<file path="config.mk">
export PLATFORM = sky130hd
export DESIGN_NAME = mux2_rr_arbiter_flat
export DESIGN_NICKNAME = d
export VERILOG_FILES = /design/src/rtl/mux2_arb_pkg.sv /design/src/rtl/mux2_rr_arbiter_if.sv /design/src/rtl/burst_cnt.sv /design/src/rtl/mux2_rr_arbiter.sv /design/src/flat_wrapper.sv
export SDC_FILE = /design/constraint.sdc
export NUM_CORES = 1
export LEC_CHECK = 0
export ABC_AREA = 1
export BUFFER_PORTS_ARGS = -buffer_cell sky130_fd_sc_hd__clkbuf_2
export CAP_MARGIN = 20
export CELL_PAD_IN_SITES_DETAIL_PLACEMENT = 1
export CELL_PAD_IN_SITES_GLOBAL_PLACEMENT = 1
export CORE_MARGIN = 5
export CORE_UTILIZATION = 27
export DETAILED_ROUTE_END_ITERATION = 16
export PLACE_DENSITY = 0.85
export SYNTH_ARGS = -nofsm -noshare
export SYNTH_HDL_FRONTEND = slang
export SYNTH_SLANG_ARGS = --single-unit
</file>
<file path="constraint.sdc">
create_clock -name clk -period 3.1 [get_ports clk]
set_input_delay 0.31 -clock clk [delete_from_list [all_inputs] [get_ports clk]]
set_output_delay 0.31 -clock clk [all_outputs]
set_load 0.005 [all_outputs]
</file>
<file path="src/rtl/mux2_arb_pkg.sv">
// Shared types and helpers for the two-requester round-robin arbiter.
package mux2_arb_pkg;

  typedef enum logic [1:0] {
    IDLE    = 2'd0,
    GRANT_A = 2'd1,
    GRANT_B = 2'd2
  } state_t;

  localparam logic SEL_A = 1'b1;
  localparam logic SEL_B = 1'b0;

  // Burst counter width: at least one bit even when MAX_BURST is 1.
  function automatic int cnt_width(input int max_burst);
    return (max_burst < 2) ? 1 : $clog2(max_burst);
  endfunction

endpackage

</file>
<file path="src/rtl/mux2_rr_arbiter_if.sv">
// Requester, output-path and grant signals shared by the arbiter and its neighbours.
interface mux2_rr_arbiter_if #(
  parameter int WIDTH = 8
);

  logic             req_a;
  logic [WIDTH-1:0] data_a;
  logic             req_b;
  logic [WIDTH-1:0] data_b;
  logic             out_ready;
  logic             gnt_a;
  logic             gnt_b;
  logic             sel;
  logic [WIDTH-1:0] out_data;
  logic             out_valid;
  logic             beat_a;
  logic             beat_b;

  modport slave (
    input  req_a, data_a, req_b, data_b, out_ready,
    output gnt_a, gnt_b, sel, out_data, out_valid, beat_a, beat_b
  );

  modport master (
    output req_a, data_a, req_b, data_b, out_ready,
    input  gnt_a, gnt_b, sel, out_data, out_valid, beat_a, beat_b
  );

endinterface

</file>
<file path="src/rtl/burst_cnt.sv">
// Counts accepted beats within one grant; last flags the final beat allowed.
module burst_cnt
  import mux2_arb_pkg::*;
#(
  parameter int MAX_BURST = 4
) (
  input  logic clk,
  input  logic rst_n,
  input  logic clear,
  input  logic inc,
  output logic last
);

  localparam int CW = cnt_width(MAX_BURST);
  localparam logic [CW-1:0] LAST_VAL = CW'(MAX_BURST - 1);

  logic [CW-1:0] cnt_q;

  always_ff @(posedge clk or negedge rst_n) begin
    if (!rst_n) begin
      cnt_q <= '0;
    end else if (clear) begin
      cnt_q <= '0;
    end else if (inc) begin
      cnt_q <= cnt_q + CW'(1);
    end
  end

  assign last = (cnt_q == LAST_VAL);

endmodule

</file>
<file path="src/rtl/mux2_rr_arbiter.sv">
// Round-robin owner of a shared 2:1 output path with bounded bursts.
//   state   | meaning
//   IDLE    | nobody owns the path, sel parked on B
//   GRANT_A | A owns the path, sel = 1
//   GRANT_B | B owns the path, sel = 0
module mux2_rr_arbiter #(
  parameter int WIDTH     = 8,
  parameter int MAX_BURST = 4
) (
  input logic              clk,
  input logic              rst_n,
  mux2_rr_arbiter_if.slave bus
);

  import mux2_arb_pkg::*;

  state_t           state_q, state_d;
  logic             last_a_q, last_a_d;
  logic             cnt_clear, cnt_inc, cnt_last;
  logic             accept;
  logic [WIDTH-1:0] mux_data;

  always_ff @(posedge clk or negedge rst_n) begin
    if (!rst_n) begin
      state_q  <= IDLE;
      last_a_q <= 1'b0;
    end else begin
      state_q  <= state_d;
      last_a_q <= last_a_d;
    end
  end

  assign bus.gnt_a     = (state_q == GRANT_A);
  assign bus.gnt_b     = (state_q == GRANT_B);
  assign bus.sel       = (state_q == GRANT_A) ? SEL_A : SEL_B;
  assign bus.out_valid = (bus.gnt_a & bus.req_a) | (bus.gnt_b & bus.req_b);
  assign accept        = bus.out_valid & bus.out_ready;
  assign bus.beat_a    = accept & bus.gnt_a;
  assign bus.beat_b    = accept & bus.gnt_b;

  assign mux_data     = (bus.sel == SEL_A) ? bus.data_a : bus.data_b;
  assign bus.out_data = mux_data;

  always_comb begin
    state_d   = state_q;
    last_a_d  = last_a_q;
    cnt_clear = 1'b0;
    cnt_inc   = 1'b0;
    case (state_q)
      IDLE: begin
        // last_a_q low means B went last, so A takes a tie.
        if (bus.req_a && (!bus.req_b || !last_a_q)) begin
          state_d = GRANT_A;
        end else if (bus.req_b) begin
          state_d = GRANT_B;
        end
      end
      GRANT_A: begin
        if (!bus.req_a || (accept && cnt_last)) begin
          last_a_d  = 1'b1;
          cnt_clear = 1'b1;
          if (bus.req_b) begin
            state_d = GRANT_B;
          end else if (bus.req_a) begin
            state_d = GRANT_A;
          end else begin
            state_d = IDLE;
          end
        end else begin
          cnt_inc = accept;
        end
      end
      GRANT_B: begin
        if (!bus.req_b || (accept && cnt_last)) begin
          last_a_d  = 1'b0;
          cnt_clear = 1'b1;
          if (bus.req_a) begin
            state_d = GRANT_A;
          end else if (bus.req_b) begin
            state_d = GRANT_B;
          end else begin
            state_d = IDLE;
          end
        end else begin
          cnt_inc = accept;
        end
      end
      default: state_d = IDLE;
    endcase
  end

  burst_cnt #(
    .MAX_BURST(MAX_BURST)
  ) u_burst_cnt (
    .clk  (clk),
    .rst_n(rst_n),
    .clear(cnt_clear),
    .inc  (cnt_inc),
    .last (cnt_last)
  );

endmodule
</file>
<file path="src/flat_wrapper.sv">
// flat-port wrapper written by rule: the top's interface ports become plain ports
module mux2_rr_arbiter_flat import mux2_arb_pkg::*;
#(
  parameter int WIDTH     = 8,
  parameter int MAX_BURST = 4
)
  (clk, rst_n, bus_req_a, bus_data_a, bus_req_b, bus_data_b, bus_out_ready, bus_gnt_a, bus_gnt_b, bus_sel, bus_out_data, bus_out_valid, bus_beat_a, bus_beat_b);
  mux2_rr_arbiter_if #(.WIDTH(WIDTH)) bus_i ();
  input logic clk;
  input logic rst_n;
  input wire logic [$bits(bus_i.req_a)-1:0] bus_req_a;
  input wire logic [$bits(bus_i.data_a)-1:0] bus_data_a;
  input wire logic [$bits(bus_i.req_b)-1:0] bus_req_b;
  input wire logic [$bits(bus_i.data_b)-1:0] bus_data_b;
  input wire logic [$bits(bus_i.out_ready)-1:0] bus_out_ready;
  output wire logic [$bits(bus_i.gnt_a)-1:0] bus_gnt_a;
  output wire logic [$bits(bus_i.gnt_b)-1:0] bus_gnt_b;
  output wire logic [$bits(bus_i.sel)-1:0] bus_sel;
  output wire logic [$bits(bus_i.out_data)-1:0] bus_out_data;
  output wire logic [$bits(bus_i.out_valid)-1:0] bus_out_valid;
  output wire logic [$bits(bus_i.beat_a)-1:0] bus_beat_a;
  output wire logic [$bits(bus_i.beat_b)-1:0] bus_beat_b;
  assign bus_i.req_a = bus_req_a;
  assign bus_i.data_a = bus_data_a;
  assign bus_i.req_b = bus_req_b;
  assign bus_i.data_b = bus_data_b;
  assign bus_i.out_ready = bus_out_ready;
  assign bus_gnt_a = bus_i.gnt_a;
  assign bus_gnt_b = bus_i.gnt_b;
  assign bus_sel = bus_i.sel;
  assign bus_out_data = bus_i.out_data;
  assign bus_out_valid = bus_i.out_valid;
  assign bus_beat_a = bus_i.beat_a;
  assign bus_beat_b = bus_i.beat_b;
  mux2_rr_arbiter #(.WIDTH(WIDTH), .MAX_BURST(MAX_BURST)) u_core (.clk(clk), .rst_n(rst_n), .bus(bus_i));
endmodule
</file>
==> flow_summary_export.csv, run 1 <==
group,metric,value,unit
route,drc,0,
clock_tree,ctsResizeCount,0,
floorplan,core_area,1920,um^2
synth,syn_nets,115,
placement,place_inst,148,
floorplan,die_area,2950,um^2
timing,worstMarginPinSlew,0.535,ns
layout,drive_above_1_share,34.1,%
grt,grt_pass1_vias,646,
min_path,hp-class,"input port to asynchronous set/reset pin",
route,routed_wl,1.65,mm
critical_path,crit_fanout,16,
synth,netlist_top_cells_area,"nand2_1 (30%), dfrtp_1 (24%), ha_1 (12%)",
layout,finalNetCount,153,
critical_path,slowest_stage,"ha_1",
timing,fin_skew,0.00371,ns
synth,synth.avg_cell_area,5.95,um^2
layout,diodes,0,
synth,synth_top_cell_by_area,"nand2_1",
timing,tns,0,ns
route,drtIter0Drc,5,
grt,antenna_found_initial,0,
timing,period_share,69.1,%
route,viasPerCell,4.36,
synth,synth.distinct_cells,16,
timing,slew_viol_final,0,
timing,fmax,467,MHz
placement,io_buffers,34,
synth,synth_top_area_share,30.5,%
critical_path,path_buf_inv,2,
pwr,cellPowerDensity,720,nW/um^2
critical_path,critPathLaunchType,"flop",
timing,relSlewSlack,64.3,%
clock_tree,htree_levels,1,
floorplan,die_height,54.3,um
clock_tree,ctsLongestPathBuffers,2,
timing,hold_viol,0,
run,drv_cap,0,
timing,period_needed,2.14,ns
floorplan,rows,16,
critical_path,end_kind,"output port",
timing,setup_ws,0.957,ns
clock_tree,clock-root-buffer,"clkbuf_4",
grt,grt_overflow_total,0,
layout,area_delta_synth_final,43.0,%
pwr,p_clk_share,13.2,%
synth,ys.warnings.count,0,
floorplan,ios,35,
timing,final-setup-viol-count,0,
placement,hpwl,1.46,mm
pwr,ir_worst_vdd,0.318,mV
synth,yosys-top-cells-count,"nand2_1 (43), inv_1 (9), dfrtp_1 (5), ha_1 (5)",
timing,grt_setup_unrepaired,"false",
placement,gp_congestion,0.753,
pwr,p_seq_share,20.6,%
synth,synth_area,529,um^2
pwr,cellLeakagePower,0.000468,uW
synth,yosysSeqAreaShare,23.6,%
layout,stdcell_area,757,um^2
route,wl_per_cell,10.8,um
grt,grt_max_degree,17,
critical_path,required,2.79,ns
pwr,p_sw_share,47.6,%
pwr,switching_power,259,uW
grt,grt_pass1_wl,2.55,mm
route,ant_nets,0,
route,firstDrtPassIters,2,
critical_path,cp_slowest_stage_delay,0.51,ns
floorplan,die_x,54.3,um
clock_tree,clk_pin_slew_worst_paths,0.04,ns
layout,layout.cells.non_filler,153,
critical_path,path_delay_family,"adder cells",
critical_path,cp_common_cell,"nand2_1",
critical_path,crit_arrival,1.83,ns
floorplan,initial_core_util,27.5,%
placement,place_ws,1.18,ns
outcome,outcome,"complete, no violations",
grt,grt_usage,11.5,%
clock_tree,cts_hold_buffers,1,
critical_path,critical_path_class,"flop to output port",
synth,ys.flop_type,"dfrtp_1",
synth,synth_edf_count,0,
synth,yosysMostFrequentCell,"nand2_1",
pwr,p_int,286,uW
pwr,combPwrFrac,66.1,%
critical_path,cp_cell_sequence,"inv_1 > ha_1 > nand2_1 > nand2_2 > nand2_1 > nor2_1 > clkbuf_2",
timing,whs,0.415,ns
synth,async_reset_ff_share,100,%
route,via_count,667,
clock_tree,cts_setup_buffers,0,
clock_tree,cts_buffers,3,
synth,synth-seq-cells,5,
clock_tree,clock-sinks,5,
synth,synthCells,89,
clock_tree,clk_latency,0.24,ns
clock_tree,cts_tree,"built",
placement,place_area,721,um^2
## state kept, by name, summed over array words and instances, names as in the netlist
signal,cells
u_core.state_q,2
u_core.u_burst_cnt.cnt_q,2
u_core.last_a_q,1
## cell usage in the layout, fill, tap and decap left out, drive strengths merged
master / instances
a21oi: 4
ha: 5
inv: 11
dfrtp: 5
nand2: 44
nand3: 4
clkbuf: 38
a21o: 1
nor2: 4
o21ai: 6
nand4: 3
dlygate4sd3: 1
## through the flow
stage,util [%],power (uW)
2_1_floorplan,-,359
3_3_place_gp,37.5,468
3_5_place_dp,37.5,482
4_1_cts,39.4,560
5_1_grt,39.4,612
6_report,39.4,545
## path summary, 6_finish.rpt
path	start	endpoint	slack, ns	cells past startpoint
max in group asynchronous	rst_n	u_core.state_q[1]	2.55	2
min reg2reg	u_core.u_burst_cnt.cnt_q[0]	u_core.u_burst_cnt.cnt_q[0]	0.58	3
min	rst_n	u_core.u_burst_cnt.cnt_q[1]	0.41	2
max reg2reg	u_core.state_q[1]	u_core.u_burst_cnt.cnt_q[0]	1.31	9
max	u_core.state_q[1]	bus_beat_b	0.96	7
min in group clk	bus_req_a	u_core.state_q[0]	0.48	5
## area by class of cell
type | count | area [um^2]
inverters | 11 | 41.3
repair buffers | 35 | 180
clock buffers | 4 | 26.3
multi-input cells | 71 | 350
flip-flops and latches | 5 | 125
fillers | 263 | 1160
well taps | 27 | 33.8
## worst register-to-register path, stage by stage, from the launching register on
cell and delay [ns]:
dfrtp_1 0.39, inv_1 0.12, ha_1 0.51, nand2_1 0.13
nand2_2 0.12, nand3_1 0.11, nand2_1 0.07, nand2_1 0.05
nand2_1 0.11, a21oi_1 0.07
## power by group through the flow
stage               clock, uW  sequential, uW  combinational, uW
finish                   72.0             113                360
global route             77.8             117                418
CTS                      77.0             113                370
detailed placement          0             114                368
global placement            0             112                356
floorplan                   0             109                250
## cell families (layout without fill, tap and decap cells)
kind of cell	count (synthesis)	count (layout)	share of synthesized area (%)
and+or+nand+nor	55	55	41.8
buffers and inverters	13	50	10.2
AOI/OAI and AO/OA	11	11	12.5
adders and majority gates	5	5	11.8
DFF	5	5	23.6
## per-layer routing
metal	part of all wire [%]	GRT usage, %
met1	40	12.2
met2	44	20.7
met3	16	2.72
met4	0	5.81
met5	0	0
(Power assumes the default switching activity.)
==> run 2, diff against run 1 <==
--- a/config.mk
+++ b/config.mk
@@ -5,15 +5,15 @@
 export SDC_FILE = /design/constraint.sdc
 export NUM_CORES = 1
 export LEC_CHECK = 0
-export ABC_AREA = 1
+export ABC_AREA = 0
 export BUFFER_PORTS_ARGS = -buffer_cell sky130_fd_sc_hd__clkbuf_2
 export CAP_MARGIN = 20
 export CELL_PAD_IN_SITES_DETAIL_PLACEMENT = 1
 export CELL_PAD_IN_SITES_GLOBAL_PLACEMENT = 1
 export CORE_MARGIN = 5
-export CORE_UTILIZATION = 27
+export CORE_UTILIZATION = 24
 export DETAILED_ROUTE_END_ITERATION = 16
-export PLACE_DENSITY = 0.85
+export PLACE_DENSITY = 0.74
 export SYNTH_ARGS = -nofsm -noshare
 export SYNTH_HDL_FRONTEND = slang
 export SYNTH_SLANG_ARGS = --single-unit
==> constraint.sdc (replaced) <==
create_clock -name clk -period 1.9 [get_ports clk]
set_input_delay 0.19 -clock clk [delete_from_list [all_inputs] [get_ports clk]]
set_output_delay 0.19 -clock clk [all_outputs]
set_load 0.005 [all_outputs]
==> run 2 against run 1 <==
Hold slack got worse by 0.11 ns. Clock skew rose by 0.0017 ns. Utilization fell by 1.1 points. Setup slack got worse by 0.83 ns. Synthesized area fell by 3.3%. Final area rose by 1.2%. Register-to-register slack got worse by 0.99 ns. Via count fell by 12%. Cell count fell by 20%. Largest power group unchanged. Critical path type unchanged. Combinational power rose by 67%.
==> flow_summary_export.csv, run 2 <==
group,metric,value,unit
grt,grt_max_degree,11,
synth,ys.flop_type,"dfrtp_1",
grt,antenna_found_initial,0,
critical_path,crit_fanout,10,
pwr,p_sw_share,41.0,%
clock_tree,cts_buffers,3,
layout,num-fill-cells,261,
grt,met3_usage,4.87,%
route,via_count,584,
pwr,p_int,539,uW
layout,finalNetCount,122,
placement,place_area,726,um^2
synth,synth-seq-cells,5,
floorplan,rows,16,
timing,worstMarginPinSlew,0.205,ns
critical_path,crit_arrival,1.58,ns
critical_path,setup.worst_path.start,"u_core.state_q[1]",
grt,gr-usage-met1,12.4,%
synth,yosys-top-cells-count,"mux2_2 (8), a21oi_1 (5), dfrtp_1 (5), ha_1 (5), nand2_1 (5)",
floorplan,core_area,2000,um^2
synth,async_reset_ff_share,100,%
placement,io_buffers,34,
clock_tree,htree_levels,1,
synth,netlist_top_cells_area,"dfrtp_1 (24%), mux2_2 (18%), ha_1 (12%)",
clock_tree,cts_setup_buffers,0,
route,routed_wl,1.65,mm
critical_path,r2r_start,"u_core.state_q[0]",
clock_tree,clock-root-buffer,"clkbuf_4",
route,drc,0,
route,ant_nets,0,
pwr,p_seq_share,20.9,%
layout,drive_above_1_share,54.7,%
grt,grtUsageMet2,21.9,%
floorplan,die_x,56.2,um
route,wl_per_cell,13.5,um
timing,fmax,565,MHz
run,drv_cap,0,
pwr,cellLeakagePower,0.000426,uW
synth,synth_top_area_share,24.4,%
grt,grt_pass1_wl,2.93,mm
layout,diodes,0,
floorplan,ios,35,
timing,hold_viol,0,
floorplan,die_area,3160,um^2
route,viasPerCell,4.79,
synth,yosysSeqAreaShare,24.4,%
clock_tree,ctsLongestPathBuffers,2,
clock_tree,clk_latency,0.24,ns
synth,synth.avg_cell_area,9.30,um^2
timing,period_needed,1.77,ns
timing,relSlewSlack,86.3,%
clock_tree,cts_tree,"built",
timing,tns,0,ns
synth,ys.warnings.count,0,
critical_path,end_kind,"output port",
timing,slew_viol_final,0,
pwr,ir_worst_vdd,0.547,mV
clock_tree,clk_pin_slew_worst_paths,0.05,ns
synth,synth_area,512,um^2
synth,yosysMostFrequentCell,"mux2_2",
placement,gp_congestion,0.728,
grt,grt_pass1_vias,648,
layout,stdcell_area,766,um^2
grt,top_usage_layer,"met2",
pwr,switching_power,375,uW
timing,period_share,93.2,%
synth,synthCells,55,
grt,grt_usage,11.8,%
pwr,p_clk_share,13.2,%
floorplan,initial_core_util,25.6,%
layout,area_delta_synth_final,49.6,%
pwr,totalPowerFinal,914,uW
pwr,combPwrFrac,65.9,%
synth,synth_top_cell_by_area,"dfrtp_1",
layout,layout.cells.non_filler,122,
clock_tree,clock-sinks,5,
synth,synth.distinct_cells,26,
layout,final_cell_mix,"clkbuf_2 (34), mux2_2 (8)",
placement,place_inst,117,
timing,final-setup-viol-count,0,
outcome,outcome,"complete, no violations",
timing,grt_setup_unrepaired,"false",
layout,largestRegisters,"u_core.state_q (2), u_core.u_burst_cnt.cnt_q (2), u_core.last_a_q (1)",
synth,synth_edf_count,0,
critical_path,critPathLaunchType,"flop",
critical_path,critical_path_class,"flop to output port",
floorplan,die_height,56.2,um
route,drtIter0Drc,7,
placement,hpwl,1.42,mm
critical_path,required,1.71,ns
layout,final_common_cell,"clkbuf_2",
timing,fin_skew,0.00545,ns
synth,syn_nets,81,
route,firstDrtPassIters,4,
pwr,cellPowerDensity,1190,nW/um^2
min_path,hp-class,"input port to asynchronous set/reset pin",
grt,grt_overflow_total,0,
==> run 2: cell types whose count changed after synthesis, sizes merged, moves of 2 or more <==
cell	previous run	this run
mux2	0	8
and3	0	2
nand3	4	1
inv	11	3
nand2	44	5
a22o	0	2
nand4	3	0
o21ai	6	1
a21bo	0	3
nor2	4	2
==> run 2: critical path, stage by stage (launching register included) <==
cell and delay [ns]:
dfrtp_1 0.41, inv_1 0.09, ha_1 0.21, buf_6 0.17
mux2_2 0.35, clkbuf_2 0.12
==> run 2: power groups by stage <==
stage	logic [uW]	clock network [uW]	registers [uW]
finish	602	121	191
global route	678	146	198
CTS	603	127	192
detailed placement	597	0	193
global placement	574	0	190
floorplan	393	0	182
==> run 2: area by class of cell <==
| type | instances | area, um^2 | area share [%] |
|---|---|---|---|
| multi-input cells | 45 | 363 | 47.4 |
| repair buffers | 38 | 206 | 27.0 |
| flip-flops and latches | 5 | 125 | 16.3 |
| well taps | 27 | 33.8 | 4.41 |
| clock buffers | 4 | 26.3 | 3.43 |
| inverters | 3 | 11.3 | 1.47 |
==> run 2: cell families (layout without fill, tap and decap cells) <==
group | after synthesis | after routing | share of synthesized area (%)
AOI/OAI and AO/OA | 16 | 16 | 22.7
and+or+nand+nor | 15 | 15 | 16.4
buffers and inverters | 5 | 45 | 4.64
adders and majority gates | 5 | 5 | 12.2
DFF | 5 | 5 | 24.4
muxes | 9 | 9 | 19.6
==> run 2: per-stage QoR <==
stage | util (%) | hold slack, ns | worst slack, ns
floorplan | - | -0.106 | 0.316
global placement | 36.3 | 0.00925 | 0.382
detailed placement | 36.3 | 0.0130 | 0.323
CTS | 38.1 | 0.295 | 0.0796
global route | 38.3 | 0.316 | 0.0175
finish | 38.3 | 0.306 | 0.129
==> run 2: path summary, 6_finish.rpt <==
path	cells past startpoint	endpoint	slack, ns
hold reg to reg	1	u_core.u_burst_cnt.cnt_q[1]	0.51
max in group asynchronous	2	u_core.state_q[1]	1.45
min in group clk	4	u_core.state_q[1]	0.36
setup / recovery	5	bus_out_data[0]	0.13
hold / removal	2	u_core.last_a_q	0.31
setup reg to reg	6	u_core.u_burst_cnt.cnt_q[1]	0.32
==> run 2: layer usage <==
layer / up-vias / routed length, um
li1: 282 / -
met4: 0 / 6
met5: - / 0
met2: 15 / 885
met1: 285 / 666
met3: 2 / 90
==> run 2: timing repair <==
| item | in CTS | in global routing |
|---|---|---|
| setup endpoints to repair | 0 | 2 |
| resized for setup | 0 | 1 |
| hold buffers | 1 | 0 |
| hold endpoints to repair | 5 | 0 |
==> run 3, diff against run 2 <==
--- a/config.mk
+++ b/config.mk
@@ -14,6 +14,7 @@
 export CORE_UTILIZATION = 24
 export DETAILED_ROUTE_END_ITERATION = 16
 export PLACE_DENSITY = 0.74
+export SETUP_SLACK_MARGIN = 0.5
 export SYNTH_ARGS = -nofsm -noshare
 export SYNTH_HDL_FRONTEND = slang
 export SYNTH_SLANG_ARGS = --single-unit
==> run 3 against run 2 <==
Hold slack worse by 0.0070 ns. Maximum frequency up 7.2%. Non-clock buffer count up 16. Cell count up 13%. Clock power about the same. Sequential power up 6%. Sequential share of layout area down 4.2 points. First-iteration DRC count down 71%. Register-to-register slack about the same. Critical path depth unchanged. Clock-buffer cell count unchanged. Critical path type unchanged. Critical endpoint is now bus_out_data[4].
==> flow_summary_export.csv, run 3 (synthesis gave the netlist of run 2 again) <==
group,metric,value,unit
critical_path,cp_slowest_stage_delay,0.40,ns
route,ant_nets,0,
critical_path,r2r_end,"u_core.state_q[0]",
pwr,cellLeakagePower,0.000537,uW
floorplan,initial_core_util,25.6,%
placement,gp_congestion,0.717,
timing,grt_setup_unrepaired,"true",
clock_tree,clock-sinks,5,
grt,grt_pass1_wl,3.62,mm
min_path,hp-class,"input port to asynchronous set/reset pin",
clock_tree,clk_latency,0.24,ns
placement,io_buffers,34,
layout,finalNetCount,138,
route,drc,0,
timing,fin_skew,0.00280,ns
timing,whs,0.299,ns
route,viasPerCell,4.78,
route,wl_per_cell,15.4,um
grt,grt_overflow_total,0,
critical_path,critical_path_class,"flop to output port",
critical_path,crit_fanout,7,
critical_path,slowest_stage,"dfrtp_1",
timing,period_needed,1.65,ns
placement,hpwl,1.44,mm
clock_tree,clock-root-buffer,"clkbuf_4",
floorplan,die_x,56.2,um
critical_path,reg2reg_depth,9,
layout,final_cell_mix,"clkbuf_2 (32), buf_4 (11), buf_6 (10)",
route,routed_wl,2.13,mm
timing,final-setup-viol-count,0,
critical_path,required,1.71,ns
floorplan,rows,16,
grt,grt_max_degree,8,
clock_tree,clk_pin_slew_worst_paths,0.04,ns
outcome,outcome,"complete, no violations",
timing,slew_viol_final,0,
route,firstDrtPassIters,2,
grt,grt_pass1_vias,760,
clock_tree,htree_levels,1,
layout,largestRegisters,"u_core.state_q (2), u_core.u_burst_cnt.cnt_q (2), u_core.last_a_q (1)",
critical_path,r2r_start,"u_core.state_q[0]",
layout,diodes,0,
critical_path,cp_cell_sequence,"inv_2 > ha_4 > buf_4 > mux2_2 > clkbuf_2",
route,via_count,660,
layout,drive_above_1_share,76.6,%
layout,final_common_cell,"clkbuf_2",
critical_path,path_buf_inv,3,
floorplan,ios,35,
layout,area_delta_synth_final,103,%
timing,worstMarginPinSlew,0.198,ns
timing,hold_viol,0,
clock_tree,cts_tree,"built",
timing,relSlewSlack,86.7,%
grt,grt_usage,14.5,%
route,drtIter0Drc,2,
critical_path,path_delay_family,"flip-flops",
floorplan,core_area,2000,um^2
critical_path,rrSetupSlack,0.32,ns
timing,fmax,605,MHz
floorplan,die_height,56.2,um
floorplan,die_area,3160,um^2
run,drv_cap,0,
clock_tree,ctsLongestPathBuffers,2,
critical_path,end_kind,"output port",
critical_path,critPathLaunchType,"flop",
timing,period_share,86.9,%
grt,antenna_found_initial,0,
pwr,ir_worst_vdd,0.814,mV
clock_tree,cts_buffers,3,
critical_path,crit_arrival,1.46,ns
timing,tns,0,ns
layout,num-fill-cells,240,
pwr,cellPowerDensity,1360,nW/um^2
-- run 3: cell types whose count changed in the layout (fill, tap and decap cells not counted), moves of 3 or more --
cell,previous run,this run
ha_1,5,1
a21oi_1,5,1
buf_6,1,10
mux2_4,0,5
a21oi_2,0,4
ha_4,0,3
buf_4,2,11
mux2_2,8,3
-- run 3: worst register-to-register path, delay by kind of cell (launching register included) --
| family | cells | cell delay (ns) |
|---|---|---|
| multiplexers | 1 | 0.08 |
| flip-flops | 1 | 0.44 |
| AO/OA/AOI/OAI | 2 | 0.15 |
| AND/OR/NAND/NOR | 1 | 0.09 |
| buffers and inverters | 4 | 0.50 |
| adder cells (fa/ha/maj) | 1 | 0.20 |
-- run 3: where the power goes --
| part | internal, uW | switching (uW) |
|---|---|---|
| clock | 79.1 | 39.2 |
| combinational | 639 | 460 |
| sequential | 154 | 48.5 |
| total | 872 | 548 |
-- run 3: per-layer routing --
layer,part of all wire [%],global-route usage (%),up-vias
li1,-,-,314
met1,37,14.2,321
met2,56,28.5,19
met3,3.0,3.48,6
met4,3.3,5.42,0
met5,0,0,-
-- run 3: final cells by class --
cell class              instances  area, um^2  share of cell area [%]
clock buffers                   4        26.3                    2.52
inverters                       3        11.3                    1.08
multi-input cells              45         478                    45.9
flip-flops and latches          5         126                    12.1
well taps                      27        33.8                    3.25
repair buffers                 54         365                    35.1
-- run 3: metrics by stage --
step                      setup WS, ns  total power [uW]  cell area [um^2]  utilization, %  std cells
after floorplan                  0.487               632               549               -         55
after global placement           0.377               795               738            36.9        114
after detailed placement         0.284               823               738            36.9        114
after CTS                        0.262              1300               990            49.4        136
after global routing             0.186              1520              1040            52.0        138
final                            0.248              1420              1040            52.0        138
-- run 3: worst max path at each step --
stage | start | to | slack, ns | depth (start not counted)
after CTS | u_core.state_q[1] | bus_out_data[2] | 0.26 | 5
after detailed placement | u_core.state_q[1] | u_core.u_burst_cnt.cnt_q[1] | 0.28 | 6
after global placement | u_core.state_q[1] | u_core.u_burst_cnt.cnt_q[1] | 0.38 | 6
after floorplan | u_core.state_q[0] | u_core.u_burst_cnt.cnt_q[0] | 0.49 | 6
final | u_core.state_q[1] | bus_out_data[4] | 0.25 | 5
after global routing | u_core.state_q[1] | bus_out_data[1] | 0.19 | 5
-- run 3: what timing repair did --
action	in CTS	in global routing
setup buffers	17	2
pin swaps	12	8
gates resized for setup	26	6
hold buffers	1	0
endpoints found under the setup margin	16	19
hold endpoints to repair	5	0
